### src/rtl/vscale_timer.sv
// vscale_timer: HASTI slave timer with prescaler, compare match and irq.
// Zero-wait-state bus; registers decoded from addr[4:2].
module vscale_timer #(
   parameter int ADDR_WIDTH = 32,
   parameter int BUS_WIDTH  = 32
) (
   input  logic                  clk,
   input  logic                  reset,
   input  logic                  sel,
   input  logic [ADDR_WIDTH-1:0] addr,
   input  logic                  read,
   input  logic                  write,
   input  logic [2:0]            size,
   input  logic [BUS_WIDTH-1:0]  wdata,
   output logic [BUS_WIDTH-1:0]  rdata,
   output logic                  ready,
   output logic                  resp,
   output logic                  irq
);

   localparam logic [2:0] A_CTRL     = 3'd0;
   localparam logic [2:0] A_PRESCALE = 3'd1;
   localparam logic [2:0] A_COMPARE  = 3'd2;
   localparam logic [2:0] A_COUNT    = 3'd3;
   localparam logic [2:0] A_STATUS   = 3'd4;

   // registered address phase
   logic        dp_wr;
   logic        dp_rd;
   logic [2:0]  dp_addr;

   // architectural state
   logic [2:0]  ctrl;
   logic [15:0] prescale;
   logic [31:0] compare;
   logic [31:0] count;
   logic        match;
   logic [15:0] pcnt;

   // next-state values
   logic [15:0] pcnt_next;
   logic [31:0] count_next;
   logic        match_next;

   // decoded write strobes for the current data phase
   logic        wr_ctrl;
   logic        wr_prescale;
   logic        wr_compare;
   logic        wr_count;
   logic        wr_status;

   logic        en;
   logic        irq_en;
   logic        auto_reload;
   logic        tick;
   logic        hit;
   logic [31:0] wword;
   logic [31:0] rword;

   // size, high/low address bits and upper data bits carry no meaning here
   logic        unused_bits;
   assign unused_bits = ^{size, addr, wdata};

   assign wword       = wdata[31:0];
   assign en          = ctrl[0];
   assign irq_en      = ctrl[1];
   assign auto_reload = ctrl[2];

   assign tick = en && (pcnt == prescale);
   assign hit  = tick && (count == compare);

   assign ready = 1'b1;
   assign resp  = 1'b0;
   assign irq   = match & irq_en;

   // capture address phase; read+write together is a write
   always_ff @(posedge clk) begin
      if (reset) begin
         dp_wr   <= 1'b0;
         dp_rd   <= 1'b0;
         dp_addr <= 3'd0;
      end else begin
         dp_wr   <= sel & write;
         dp_rd   <= sel & read & ~write;
         dp_addr <= (sel & (read | write)) ? addr[4:2] : 3'd0;
      end
   end

   // one-hot write strobes from the registered address
   always_comb begin
      wr_ctrl     = 1'b0;
      wr_prescale = 1'b0;
      wr_compare  = 1'b0;
      wr_count    = 1'b0;
      wr_status   = 1'b0;
      if (dp_wr) begin
         unique case (1'b1)
            (dp_addr == A_CTRL):     wr_ctrl     = 1'b1;
            (dp_addr == A_PRESCALE): wr_prescale = 1'b1;
            (dp_addr == A_COMPARE):  wr_compare  = 1'b1;
            (dp_addr == A_COUNT):    wr_count    = 1'b1;
            (dp_addr == A_STATUS):   wr_status   = 1'b1;
            default: ;
         endcase
      end
   end

   // prescaler: restarts on config writes, idles at 0 when disabled
   always_comb begin
      pcnt_next = pcnt + 16'd1;
      if (wr_ctrl || wr_prescale || !en || tick)
         pcnt_next = 16'd0;
   end

   // counter: bus write beats the tick; match uses pre-write count
   always_comb begin
      count_next = count;
      if (wr_count)
         count_next = wword;
      else if (tick)
         count_next = (hit && auto_reload) ? 32'd0 : count + 32'd1;
   end

   // match flag: a new hit beats a simultaneous W1C
   always_comb begin
      match_next = match;
      if (hit)
         match_next = 1'b1;
      else if (wr_status && wword[0])
         match_next = 1'b0;
   end

   // register file and counter state
   always_ff @(posedge clk) begin
      if (reset) begin
         ctrl     <= 3'd0;
         prescale <= 16'd0;
         compare  <= 32'd0;
         count    <= 32'd0;
         match    <= 1'b0;
         pcnt     <= 16'd0;
      end else begin
         if (wr_ctrl)
            ctrl <= wword[2:0];
         if (wr_prescale)
            prescale <= wword[15:0];
         if (wr_compare)
            compare <= wword;
         count <= count_next;
         match <= match_next;
         pcnt  <= pcnt_next;
      end
   end

   // read mux; zero outside a read data phase
   always_comb begin
      rword = 32'd0;
      if (dp_rd) begin
         case (dp_addr)
            A_CTRL:     rword = {29'd0, ctrl};
            A_PRESCALE: rword = {16'd0, prescale};
            A_COMPARE:  rword = compare;
            A_COUNT:    rword = count;
            A_STATUS:   rword = {31'd0, match};
            default:    rword = 32'd0;
         endcase
      end
   end

   assign rdata = rword;

endmodule

### config.mk
export PLATFORM = sky130hd
export DESIGN_NAME = vscale_timer
export DESIGN_NICKNAME = d
export VERILOG_FILES = /design/src/rtl/vscale_timer.sv
export SDC_FILE = /design/constraint.sdc
export NUM_CORES = 1
export LEC_CHECK = 0
export ABC_AREA = 1
export CAP_MARGIN = 20
export CORE_MARGIN = 4
export CORE_UTILIZATION = 50
export CTS_BUF_LIST = sky130_fd_sc_hd__clkbuf_8
export DETAILED_ROUTE_END_ITERATION = 7
export GPL_TIMING_DRIVEN = 1
export PLACE_DENSITY_LB_ADDON = 0.1
export SYNTH_ARGS = -nofsm -noshare
export SYNTH_HDL_FRONTEND = slang
export SYNTH_SLANG_ARGS = --single-unit
### constraint.sdc
create_clock -name clk -period 3 [get_ports clk]
set_clock_uncertainty 0.1 [all_clocks]
set_input_delay 0.75 -clock clk [delete_from_list [all_inputs] [get_ports clk]]
set_output_delay 0.75 -clock clk [all_outputs]
set_load 0.01 [all_outputs]
==> metrics.cfg <==
[place]
dp_hpwl_um=15400
post-place-ws_ps=306
port_buffers=72
gp_congestion=0.920
place_area_mm2=0.00810

[routing]
num_vias=7212
wirelength_um=20500
drtPass1Iterations=4
routed_via_density=5.12
drc_errors=0
postRouteAntennaNets=0
wl_per_cell_um=14.6
drtIter0Drc=395

[hold_path]
min_path_type=flip-flop to flip-flop
hold_depth=2

[global_route]
grt_usage_pct=25.0
grt_pass1_vias=6676
grt_pass1_wl_um=33500
grt_max_degree=56
antenna_found_initial=0
grt-ovfl-total=0

[floorplanning]
initial_core_util_pct=50.9
boundaryPins=107
core_mm2=0.0145
die_height_um=130
rows=44
die-area_mm2=0.0168
dieWidth_um=130

[final_layout]
antennaDiodeCount=0
drive_above_1_share_pct=8.98
final_area_mm2=0.00836
final_nets=1295
area_growth_pct=13.1

[critical_path]
crit_arrival_ps=2050
cp-start-kind=flip-flop
crit_fanout=22
required_ps=2150
crit_type=flip-flop to output pin
end_kind=output pin
r2r.worst_path.cells=12

[sta]
fin_crit_sh_pct=96.7
hold_slack_ps=400
worst_slack_ps=99.1
relSlewSlack_pct=39.0
clock.fmax_mhz=345
maxSlewViolCount=0
worst_slew_pin_slew_ps=915
finalSetupViolCount=0
hold_viol_final=0
setup-tns-final_ps=0
finalCriticalPeriod_ps=2900

[synthesis]
synthFlopType=dfxtp_1
yosys.area.top_type=dfxtp_1
synth_cell_types=46
synth_area_per_cell_um2=6.26
netlist_top_cells_count=nand2_1 (334), inv_1 (164), nor2_1 (152)
synth.most_common_cell=nand2_1
async_reset_ff_share_pct=0
synth_seq_area_share_pct=28.4
synthTopCellsByArea=dfxtp_1 (28%), nand2_1 (17%), inv_1 (8.3%)
synth_area_mm2=0.00740
synth_edf_count=0
synth-warning-count=0
synth_top_area_share_pct=28.4
syn_nets=1255
synthCells=1181
ys_ff_latch=105

[outcome]
status=complete, no violations

[clocking]
root_buffer=clkbuf_8
clkTransAtPathRegs_ps=110
cts_buffer_depth=2
numCtsBuffers=9
cts_num_sinks=105
cts_max_level=3
cts_tree=done
worstSkewPairLatency_ps=400

[power_and_ir_drop]
p_leak_uw=0.00396
powerDensity_mw_per_mm2=296
ir_drop_mv=0.233

[run]
cap_violations=0

[flip-flops by register name, summed over array words and instances (netlist names)]
name	flops
dp_addr	3
compare	32
dp_rd	1
count	32
prescale	16
pcnt	16
match	1
dp_wr	1
ctrl	3
[layer usage]
layer	part of all wire, %	global-route usage, %
met5	0	0
met4	1.7	6.91
met3	4.1	3.71
met2	50	43.4
met1	45	32.2
[where the power goes]
group | internal, uW | switching [uW] | total [uW]
clock | 304 | 548 | 852
sequential | 1400 | 11.5 | 1420
combinational | 83.8 | 123 | 207
[worst max-delay path, cell delays in order, from the launching register on]
cell	delay (ps)
dfxtp_2	360
inv_1	70
nor2_4	130
nand2_1	80
inv_1	100
buf_12	170
a22oi_1	100
nor2_1	100
clkdlybuf4s50_1	530
[cells in the final DEF, fill, tap and decap left out, types with 9 or more instances in the layout]
cell type        instances
nand2_1                334
clkdlybuf4s50_1         41
dlymetal6s2s_1          26
a21oi_2                 10
o221ai_1                10
a21oi_1                 46
nand3_1                 73
inv_1                  165
a22oi_1                 18
xnor2_1                 21
a211oi_1                34
dfxtp_1                102
nand3_2                 12
nand4_1                 15
nor3_1                  14
nor2_1                 151
buf_4                   16
inv_2                   18
clkbuf_8                 9
xor2_1                  34
[through the flow]
stage                     instances  utilization, %  power [uW]
after floorplan                1181               -        1550
after global placement         1392            55.7        1650
after detailed placement       1392            55.7        1650
after CTS                      1408            57.0        2500
after global routing           1409            57.5        2570
final                          1409            57.5        2470
[kinds of logic after synthesis]
family | synth area share (%)
AND/OR/NAND/NOR | 37.9
buffers and inverters | 14.6
XOR/XNOR | 6.51
adder cells (fa/ha/maj) | 0.338
flip-flops | 28.4
other | 0.102
AO/OA/AOI/OAI | 12.1
[path summary, 6_finish.rpt]
| path | start | endpoint | slack, ps |
|---|---|---|---|
| setup / recovery | dp_addr[1]$_SDFF_PP0_ | rdata[17] | 100 |
| hold / removal | match$_SDFFE_PP0P_ | match$_SDFFE_PP0P_ | 400 |
| setup reg to reg | pcnt[7]$_SDFF_PP0_ | count[16]$_SDFFE_PP0P_ | 800 |
| hold reg to reg | match$_SDFFE_PP0P_ | match$_SDFFE_PP0P_ | 400 |
[repair_timing]
| item | 4_1_cts | 5_1_grt |
|---|---|---|
| resized for setup | 13 | 27 |
| cloned | 0 | 0 |
| hold buffers | 0 | 0 |
| setup endpoints to repair | 32 | 20 |
| pin swaps | 2 | 1 |
| setup buffers | 1 | 1 |
[layout make-up]
cell class | instances | area [um^2]
Sequential cell | 105 | 2110
Tap cell | 184 | 230
Fill cell | 1511 | 6170
Clock buffer | 9 | 124
Multi-Input combinational cell | 830 | 4220
Inverter | 185 | 698
Timing Repair Buffer | 90 | 937
Clock inverter | 6 | 45.0
(Power assumes the default switching activity.)
